## src/rtl/medfilt_pkg.sv

```systemverilog
// Shared types and constants for the median-filter datapath:
// pixel/word geometry and the window feeder state encoding.
package medfilt_pkg;

  localparam int PIX_W        = 16;
  localparam int PIX_PER_WORD = 4;
  localparam int WORD_W       = PIX_W * PIX_PER_WORD;

  typedef enum logic [2:0] {
    IDLE,
    RD0,
    RD1,
    RD2,
    CAP,
    OFFER,
    TAKE,
    DONE
  } feed_state_t;

  // Read data lags its address by one cycle, so row slot idx is captured
  // on the edge that closes the state after the one that issued its address.
  function automatic feed_state_t capture_state(input int idx);
    feed_state_t s;
    s = CAP;
    if (idx == 0) s = RD1;
    else if (idx == 1) s = RD2;
    return s;
  endfunction

endpackage

```

## src/rtl/feeder_addr_gen.sv

```systemverilog
// Scan-position counters (row base r, column word c) for the window feeder,
// plus the three row-offset read addresses for the current position.
module feeder_addr_gen
  import medfilt_pkg::*;
#(
  parameter int IMG_WORDS = 4,
  parameter int IMG_ROWS  = 8,
  parameter int ADDR_W    = 8
) (
  input  logic              clk,
  input  logic              rst_n,
  input  logic              clr,
  input  logic              adv,
  output logic              last,
  output logic [ADDR_W-1:0] addr_row0,
  output logic [ADDR_W-1:0] addr_row1,
  output logic [ADDR_W-1:0] addr_row2,
  output logic [ADDR_W-1:0] addr_step
);

  localparam int CW     = (IMG_WORDS > 1) ? $clog2(IMG_WORDS) : 1;
  localparam int RW     = (IMG_ROWS > 1) ? $clog2(IMG_ROWS) : 1;
  localparam int LAST_R = (IMG_ROWS >= 3) ? IMG_ROWS - 3 : 0;
  localparam logic [ADDR_W-1:0] ROW_STRIDE = ADDR_W'(IMG_WORDS);

  logic [CW-1:0] c_reg;
  logic [RW-1:0] r_reg;
  logic          c_wrap;

  assign c_wrap = (int'(c_reg) == IMG_WORDS - 1);
  assign last   = c_wrap && (int'(r_reg) == LAST_R);

  always_ff @(posedge clk or negedge rst_n) begin
    if (!rst_n) begin
      c_reg <= '0;
      r_reg <= '0;
    end else if (clr) begin
      c_reg <= '0;
      r_reg <= '0;
    end else if (adv) begin
      if (c_wrap) begin
        c_reg <= '0;
        r_reg <= r_reg + RW'(1);
      end else begin
        c_reg <= c_reg + CW'(1);
      end
    end
  end

  // Lower rows are derived from the base address rather than from r+1/r+2,
  // so the row counter never has to represent rows beyond the last base.
  assign addr_row0 = ADDR_W'(r_reg) * ROW_STRIDE + ADDR_W'(c_reg);
  assign addr_row1 = addr_row0 + ROW_STRIDE;
  assign addr_row2 = addr_row1 + ROW_STRIDE;

  // Row-major layout: the next scan position is always one word further on,
  // including across the column wrap ((r,W-1) -> (r+1,0)).
  assign addr_step = addr_row0 + ADDR_W'(1);

endmodule

```

## src/rtl/window_feeder.sv

```systemverilog
// Fetches three vertically adjacent 64-bit row words per column position and
// offers them to the 3x3 window generator under its ready-level handshake.
module window_feeder
  import medfilt_pkg::*;
#(
  parameter int IMG_WORDS = 4,
  parameter int IMG_ROWS  = 8,
  parameter int ADDR_W    = 8
) (
  input  logic              clk,
  input  logic              rst_n,
  input  logic              start,
  input  logic              data_get_flag,
  output logic              mem_rd_en,
  output logic [ADDR_W-1:0] mem_addr,
  input  logic [WORD_W-1:0] mem_rdata,
  output logic [WORD_W-1:0] data1,
  output logic [WORD_W-1:0] data2,
  output logic [WORD_W-1:0] data3,
  output logic              nxt_data_flag,
  output logic              busy,
  output logic              done
);

  localparam bit SHORT_IMG = (IMG_ROWS < 3);

  feed_state_t state_reg, state_next;

  logic              pos_clr, pos_adv, pos_last;
  logic [ADDR_W-1:0] addr_row0, addr_row1, addr_row2, addr_step;

  logic              mem_rd_en_reg, mem_rd_en_next;
  logic [ADDR_W-1:0] mem_addr_reg, mem_addr_next;
  logic              nxt_flag_reg, nxt_flag_next;
  logic              busy_reg, busy_next;
  logic              done_reg, done_next;

  feeder_addr_gen #(
    .IMG_WORDS (IMG_WORDS),
    .IMG_ROWS  (IMG_ROWS),
    .ADDR_W    (ADDR_W)
  ) u_addr_gen (
    .clk       (clk),
    .rst_n     (rst_n),
    .clr       (pos_clr),
    .adv       (pos_adv),
    .last      (pos_last),
    .addr_row0 (addr_row0),
    .addr_row1 (addr_row1),
    .addr_row2 (addr_row2),
    .addr_step (addr_step)
  );

  // State and registered outputs
  always_ff @(posedge clk or negedge rst_n) begin
    if (!rst_n) begin
      state_reg     <= IDLE;
      mem_rd_en_reg <= 1'b0;
      mem_addr_reg  <= '0;
      nxt_flag_reg  <= 1'b0;
      busy_reg      <= 1'b0;
      done_reg      <= 1'b0;
    end else begin
      state_reg     <= state_next;
      mem_rd_en_reg <= mem_rd_en_next;
      mem_addr_reg  <= mem_addr_next;
      nxt_flag_reg  <= nxt_flag_next;
      busy_reg      <= busy_next;
      done_reg      <= done_next;
    end
  end

  always_comb begin
    state_next = state_reg;
    case (state_reg)
      IDLE:    if (start) state_next = SHORT_IMG ? DONE : RD0;
      RD0:     state_next = RD1;
      RD1:     state_next = RD2;
      RD2:     state_next = CAP;
      CAP:     state_next = OFFER;
      OFFER:   if (data_get_flag) state_next = TAKE;
      TAKE:    if (!data_get_flag) state_next = pos_last ? DONE : RD0;
      DONE:    state_next = IDLE;
      default: state_next = IDLE;
    endcase
  end

  // Outputs are computed from the upcoming state so they can be registered
  // and still line up with the state they belong to.
  always_comb begin
    mem_rd_en_next = 1'b0;
    mem_addr_next  = '0;
    nxt_flag_next  = (state_reg == OFFER) && data_get_flag;
    busy_next      = (state_next != IDLE);
    done_next      = (state_next == DONE);
    pos_clr        = (state_reg == DONE);
    pos_adv        = (state_reg == TAKE) && !data_get_flag && !pos_last;
    case (state_next)
      RD0: begin
        mem_rd_en_next = 1'b1;
        // Counters advance on this same edge, so use the stepped address.
        mem_addr_next  = (state_reg == TAKE) ? addr_step : addr_row0;
      end
      RD1: begin
        mem_rd_en_next = 1'b1;
        mem_addr_next  = addr_row1;
      end
      RD2: begin
        mem_rd_en_next = 1'b1;
        mem_addr_next  = addr_row2;
      end
      default: ;
    endcase
  end

  genvar gi;
  generate
    for (gi = 0; gi < 3; gi++) begin : g_row
      logic [WORD_W-1:0] row_reg;
      always_ff @(posedge clk or negedge rst_n) begin
        if (!rst_n) begin
          row_reg <= '0;
        end else if (state_reg == capture_state(gi)) begin
          row_reg <= mem_rdata;
        end
      end
    end
  endgenerate

  assign data1         = g_row[0].row_reg;
  assign data2         = g_row[1].row_reg;
  assign data3         = g_row[2].row_reg;
  assign mem_rd_en     = mem_rd_en_reg;
  assign mem_addr      = mem_addr_reg;
  assign nxt_data_flag = nxt_flag_reg;
  assign busy          = busy_reg;
  assign done          = done_reg;

endmodule

```

## config.mk

```make
export PLATFORM = sky130hd
export DESIGN_NAME = window_feeder
export DESIGN_NICKNAME = d
export VERILOG_FILES = /design/src/rtl/medfilt_pkg.sv /design/src/rtl/feeder_addr_gen.sv /design/src/rtl/window_feeder.sv
export SDC_FILE = /design/constraint.sdc
export NUM_CORES = 1
export LEC_CHECK = 0
export ABC_AREA = 1
export CAP_MARGIN = 30
export CORE_AREA = 2 2 124 126
export DETAILED_ROUTE_END_ITERATION = 10
export DIE_AREA = 0 0 126 128
export DONT_BUFFER_PORTS = 1
export PLACE_DENSITY = 0.78
export SYNTH_ARGS = -nofsm -noshare
export SYNTH_HDL_FRONTEND = slang
export SYNTH_SLANG_ARGS = --single-unit
```

## constraint.sdc

```tcl
create_clock -name clk -period 1.45 [get_ports clk]
set_input_delay 0.145 -clock clk [delete_from_list [all_inputs] [get_ports clk]]
set_output_delay 0.145 -clock clk [all_outputs]
set_load 0.005 [all_outputs]
```

==> After elaboration in Yosys (flattened, before gate mapping) <==
Cells that the tools add are included.
{ "classes": {"addsub": 6, "n_mul": 0, "div_mod_pow": 0, "order_cmp": 0, "n_eq_ne": 13, "n_shift": 0, "mux": 14, "bitwise_logic": 0, "n_reduce_logical": 12} }
{ "op_table": {"columns": ["op", "n"], "rows": [
  ["$pmux W3 S8", 1],
  ["$pmux W8 S3", 1],
  ["$mux W3", 7],
  ["$eq A3 B3 Y1 const B", 6],
  ["$add A8 B3 Y8 const B", 2],
  ["$eq A3 B2 Y1 const B", 4],
  ["$add A8 B1 Y8 const B", 1],
  ["$mux W8", 1],
  ["$add A5 B2 Y6", 1],
  ["$eq A3 B1 Y1 const B", 2],
  ["$mux W2", 3],
  ["$logic_and A1 B1 Y1", 4],
  ["$reduce_bool A2 Y1", 2],
  ["$add A3 B1 Y3 const B", 1],
  ["$logic_not A3 Y1", 1],
  ["$reduce_bool A3 Y1", 1],
  ["$reduce_or A3 Y1", 1],
  ["$add A2 B1 Y2 const B", 1],
  ["$eq A2 B1 Y1 const B", 1],
  ["$logic_not A1 Y1", 2],
  ["$reduce_and A2 Y1", 1],
  ["$mux W1", 1]
]} }
{ "word_totals": {"ff_bits": 212, "latch_bits": 0, "mem_bits_rw": 0, "romBits": 0, "inputBits": 68, "elab_cells": 56, "memories": 0} }

==> Depth between registers and ports, before layout <==
{ "logic_depth": {"depth_word": 8, "ltp_mapped": 10} }

==> By module <==
Synthesis repeated with hierarchy kept, for this count alone.
{ "hier_totals": {"hier_cells": 897, "area_unflattened_um2": 8426.8} }
{ "by_module_without_submodules": {"columns": ["module", "n_inst", "cells_each", "area_each_um2"], "rows": [
  ["window_feeder", 1, 821, 7898.8],
  ["feeder_addr_gen", 1, 76, 528.0]
]} }

==> Worst setup path before layout <==
OpenSTA, ideal clock, no wires.
{ "synth_path": {"path_kind": "register to register", "from": "register u_addr_gen.r_reg[0]", "to": "register mem_addr_reg[3] (netlist: mem_addr[3])", "setup_ns": 0.119, "arrival_ns": 1.408, "required_ns": 1.331, "setup_slack_ns": -0.077, "path_stages_with_launch": 8, "path_cell_list": "dfrtp_1 -> clkbuf_1 -> inv_1 -> ha_1 -> nor2_1 -> inv_1 -> a21oi_1 -> nand2_1"} }
{ "synth_via": {"elab_chain_cells": 7, "elab_cells_between_ends": 14} }
{ "synth_lines": {"columns": ["item", "line", "source"], "rows": [
  ["from (decl)", "feeder_addr_gen.sv:27", "logic [RW-1:0] r_reg;"],
  ["from (signal assigned)", "feeder_addr_gen.sv:43", "r_reg <= r_reg + RW'(1);"],
  ["parallel branches: the longest is 6 deep, another holds $add A8 B3 Y8", null, null],
  ["$pmux W8 S3 *", "window_feeder.sv:98", "case (state_next)"],
  ["named net mem_addr_next[3]", "window_feeder.sv:33", "logic [ADDR_W-1:0] mem_addr_reg, mem_addr_next;"],
  ["to (signal assigned)", "window_feeder.sv:66", "mem_addr_reg <= mem_addr_next;"],
  ["to (decl)", "window_feeder.sv:33", null]
]} }
Mark *: on every way through the listed nets, which the timed path passes.
A chain may end at the register's enable or synchronous reset.

==> Worst setup path in the final report <==
{ "layout_path": {"from": "register u_addr_gen.r_reg[0]", "to": "register state_reg[1]"} }
{ "layout_via": {"elab_chain_cells": 5} }
{ "layout_lines": {"columns": ["item", "line", "source"], "rows": [
  ["$eq A3 B3 Y1", "feeder_addr_gen.sv:31", "assign last = c_wrap && (int'(r_reg) == LAST_R);"],
  ["$logic_and A1 B1 Y1", "feeder_addr_gen.sv:31", null],
  ["$mux W3 (2 in series)", "window_feeder.sv:82", "TAKE: if (!data_get_flag) state_next = pos_last ? DONE : RD0;"],
  ["$pmux W3 S8", "window_feeder.sv:75", "case (state_reg)"],
  ["named net state_next[1]", "window_feeder.sv:27", "feed_state_t state_reg, state_next;"],
  ["to (signal assigned)", "window_feeder.sv:64", "state_reg <= state_next;"],
  ["to (decl)", "window_feeder.sv:27", null]
]} }
The timed path passes the listed nets, and every way through them passes these cells.

==> summary.txt <==
Status
  • Status: finished with violations
  • Failing checks: negative hold slack

Global route
  • Largest net degree at the start of global routing: 212
  • First-pass GRT wire length: 30900 um
  • GRT overflow: 0
  • Initial antenna violation count: 0
  • Vias in the first global route: 5940
  • Total GRT Usage: 23.6%

Worst setup path
  • Startpoint types: flip-flop
  • CP Capture Type: flip-flop
  • CP Launch Point: u_addr_gen.r_reg[0]$_DFFE_PN0P_
  • Crit path capture: state_reg[1]$_DFF_PN0_
  • R2R setup slack: 0.05 ns
  • FF-to-FF Start: u_addr_gen.r_reg[0]$_DFFE_PN0P_
  • Most used cell, CP: nand2_2
  • Worst path bufs/invs: 2
  • CP top delay family: simple AND/OR/NAND/NOR gates
  • R2R Path End: state_reg[1]$_DFF_PN0_
  • R2R depth: 8
  • Stages on worst setup path: 8
  • WP data arrival: 1.78 ns
  • WS Path Type: flip-flop to flip-flop
  • Critical path required time: 1.83 ns
  • Slowest cell on the critical path: dfrtp_1
  • Delay of the slowest cell on the worst path: 0.45 ns
  • Worst path cell trace: ha_1 > nand3_2 > nand2_1 > nand2_2 > nand2_2 > nand2_2 > buf_4 > inv_1
  • Crit Path Max Fanout: 7

Logic synthesis
  • Compound-Gate Fraction of Synth Area: 12.5%
  • Post-synthesis sequential element count: 211
  • Synth cell types: 26
  • XOR/XNOR Fraction of Synth Area: 0.217%
  • Mapped Cells: 844
  • Largest family of logic cells by synthesized area: simple AND/OR/NAND/NOR gates
  • Post-synthesis instance area: 8070 um2
  • Avg Cell Area, Syn: 9.57 um2
  • Adder-cell share of the synthesized area: 0.620%
  • Post-synthesis mux area share: 0%
  • Part of the Yosys area used for sequential elements: 65.4%
  • Yosys warns: 0
  • Syn Nets: 916
  • Post-Synth Simple-Gate Area: 14.4%

Timing
  • Fin. max-slew vios: 0
  • Final Critical Period: 1.40 ns
  • Clk_skew: 0.00948 ns
  • Max Freq: 712 MHz
  • Final Setup Violations: 0
  • Hold_ws: -0.646 ns
  • RSZ-0062 raised after global routing: true
  • Final hold vios: 211
  • Crit share post-route: 96.8%

Drt
  • Max layer used: met4
  • DRC: 0
  • DR pass1 iterations: 6
  • DR WL met2: 10100 um
  • Met3 WL post-DR: 1730 um
  • M1 WL: 7580 um
  • Wire length per cell: 17.7 um
  • Vias post-DR: 6030
  • Via/cell ratio: 5.37
  • Post-Route WL: 19900 um
  • Detailed Route Iter0 Violations: 473
  • Routed Antenna Nets: 0

Min path
  • Worst min-delay path class: input pin to asynchronous set/reset pin

Power and ir drop
  • Peak supply drop: 1.25 mV
  • Sequential share of power: 47.8%
  • NetSw: 8.44 mW
  • Sw frac: 35.8%
  • Power Dens Cells: 2350 nW/um2
  • Clock power frac: 26.5%
  • Total leakage power: 5.03 nW
  • Cell-internal power: 15.1 mW
  • Combinational Power Share: 25.6%
  • Total Power: 23.6 mW

Clock network
  • CTS tree: built
  • Clock sinks: 211
  • Reg clk slew, reported paths: 0.06 ns
  • # hold bufs at CTS: 66
  • CTS root buf: clkbuf_16
  • Total CTS buffers: 22
  • H-tree levels: 1
  • CTS max path bufs: 3
  • Clock latency at the later pin of the worst-skew pair: 0.48 ns

Die
  • I/O Pins: 272
  • Die Area: 16100 um2
  • FP Rows: 45
  • Die Y: 128 um
  • Die width: 126 um
  • Initial Util: 54.3%
  • Core area: 14900 um2

Place
  • PortBufs: 0
  • Cell total after placement: 1012
  • Post-placement cell area: 8410 um2
  • RePlAce Congestion: 0.867
  • DP Wirelength: 12200 um

Layout
  • Commonest non-fill, non-tap cell in the layout: nand2_1
  • Share of layout cells above drive strength 1: 10.8%
  • Antenna Cells: 0
  • Most frequent cells in the layout: nand2_1 (239), dfrtp_1 (209), o21ai_0 (192), inv_1 (81), dlygate4sd3_1 (66)
  • Number of fill cells in the layout: 1053
  • Design Area, Final: 10000 um2
  • Finished Layout Cells: 1122
  • Layout area overhead: 24.1%
  • Final nets: 990

Run
  • Max Cap Viol: 0
[worst reg2reg max path: stages (launching register included)]
cell and delay (ns):
dfrtp_1 0.45, ha_1 0.25, nand3_2 0.11, nand2_1 0.07, nand2_2 0.06, nand2_2 0.08
nand2_2 0.14, buf_4 0.13, inv_1 0.03
[cell families after synthesis]
logic type	after synthesis
DFF	211
xor gates and xnor gates	2
adders and majority gates	4
buffers and inverters	133
AOI/OAI and AO/OA	202
and+or+nand+nor	291
other	1
[area by class of cell]
class / count / area [um2] / share of cell area (%)
Multi-Input combinational cell: 501 / 2350 / 23.5
Sequential cell: 211 / 5280 / 52.7
Clock inverter: 11 / 186 / 1.86
Inverter: 86 / 333 / 3.32
Clock buffer: 29 / 638 / 6.37
Timing Repair Buffer: 96 / 993 / 9.91
Tap cell: 188 / 235 / 2.35
[synth_stat cells]
| master | count | area [um2] |
|---|---|---|
| nor2_4 | 2 | 22.5 |
| buf_1 | 2 | 7.51 |
| or2_2 | 1 | 6.26 |
| nand2_2 | 2 | 12.5 |
| nor3_1 | 1 | 5.00 |
| o21ai_0 | 198 | 991 |
| buf_4 | 2 | 15.0 |
| nor2_1 | 10 | 37.5 |
| nand4_1 | 5 | 31.3 |
| nor3_2 | 1 | 10.0 |
| clkbuf_2 | 1 | 5.00 |
| nand2_1 | 247 | 927 |
| ha_1 | 4 | 50.1 |
| xnor2_1 | 1 | 8.76 |
| nand3_1 | 22 | 110 |
| buf_6 | 1 | 11.3 |
| conb_1 | 1 | 3.75 |
| inv_1 | 82 | 308 |
| clkbuf_1 | 15 | 56.3 |
| a21oi_1 | 3 | 15.0 |
| xor2_1 | 1 | 8.76 |
| o21ai_1 | 1 | 5.00 |
| buf_2 | 26 | 130 |
| dfrtp_1 | 211 | 5280 |
| inv_2 | 3 | 11.3 |
| clkinv_2 | 1 | 5.00 |
[stage by stage]
stage                     setup TNS [ns]  hold slack [ns]  utilization [%]  setup WS, ns
final                                  0           -0.646             67.4        0.0462
after global routing              -0.418           -0.669             67.4       -0.0637
after CTS                              0           -0.663             66.6       0.00765
after detailed placement               0           -0.147             56.6        0.0217
after global placement                 0           -0.146             56.6        0.0626
after floorplan                        0           -0.151                -        0.0293
[worst min-delay path by stage]
stage / from / endpoint / depth (start not counted)
floorplan: rst_n / busy$_DFF_PN0_ / 0
global placement: rst_n / data1[49]$_DFFE_PN0P_ / 0
detailed placement: rst_n / data1[49]$_DFFE_PN0P_ / 0
CTS: rst_n / data3[45]$_DFFE_PN0P_ / 0
global route: rst_n / data3[63]$_DFFE_PN0P_ / 0
finish: rst_n / data1[45]$_DFFE_PN0P_ / 0
[what timing repair did]
item	4_1_cts	5_1_grt
buffers inserted	0	3
pin swaps	0	7
setup endpoints to repair	2	102
hold endpoints to repair	406	211
gates resized for setup	1	32
gates cloned	0	1
[layer usage]
layer	vias to the layer above	track usage, %
met4	0	6.98
met3	36	7.30
li1	2825	-
met2	282	40.9
met1	2887	28.5
met5	-	0
[power groups by stage]
stage          Clock, mW  Combinational, mW  Sequential, mW
2_1_floorplan          0               4.07            10.5
3_3_place_gp           0               5.21            11.2
3_5_place_dp           0               5.59            11.3
4_1_cts             6.34               5.73            11.2
5_1_grt             6.61               6.97            11.6
6_report            6.25               6.04            11.3
Power figures use the tool's default switching activity.
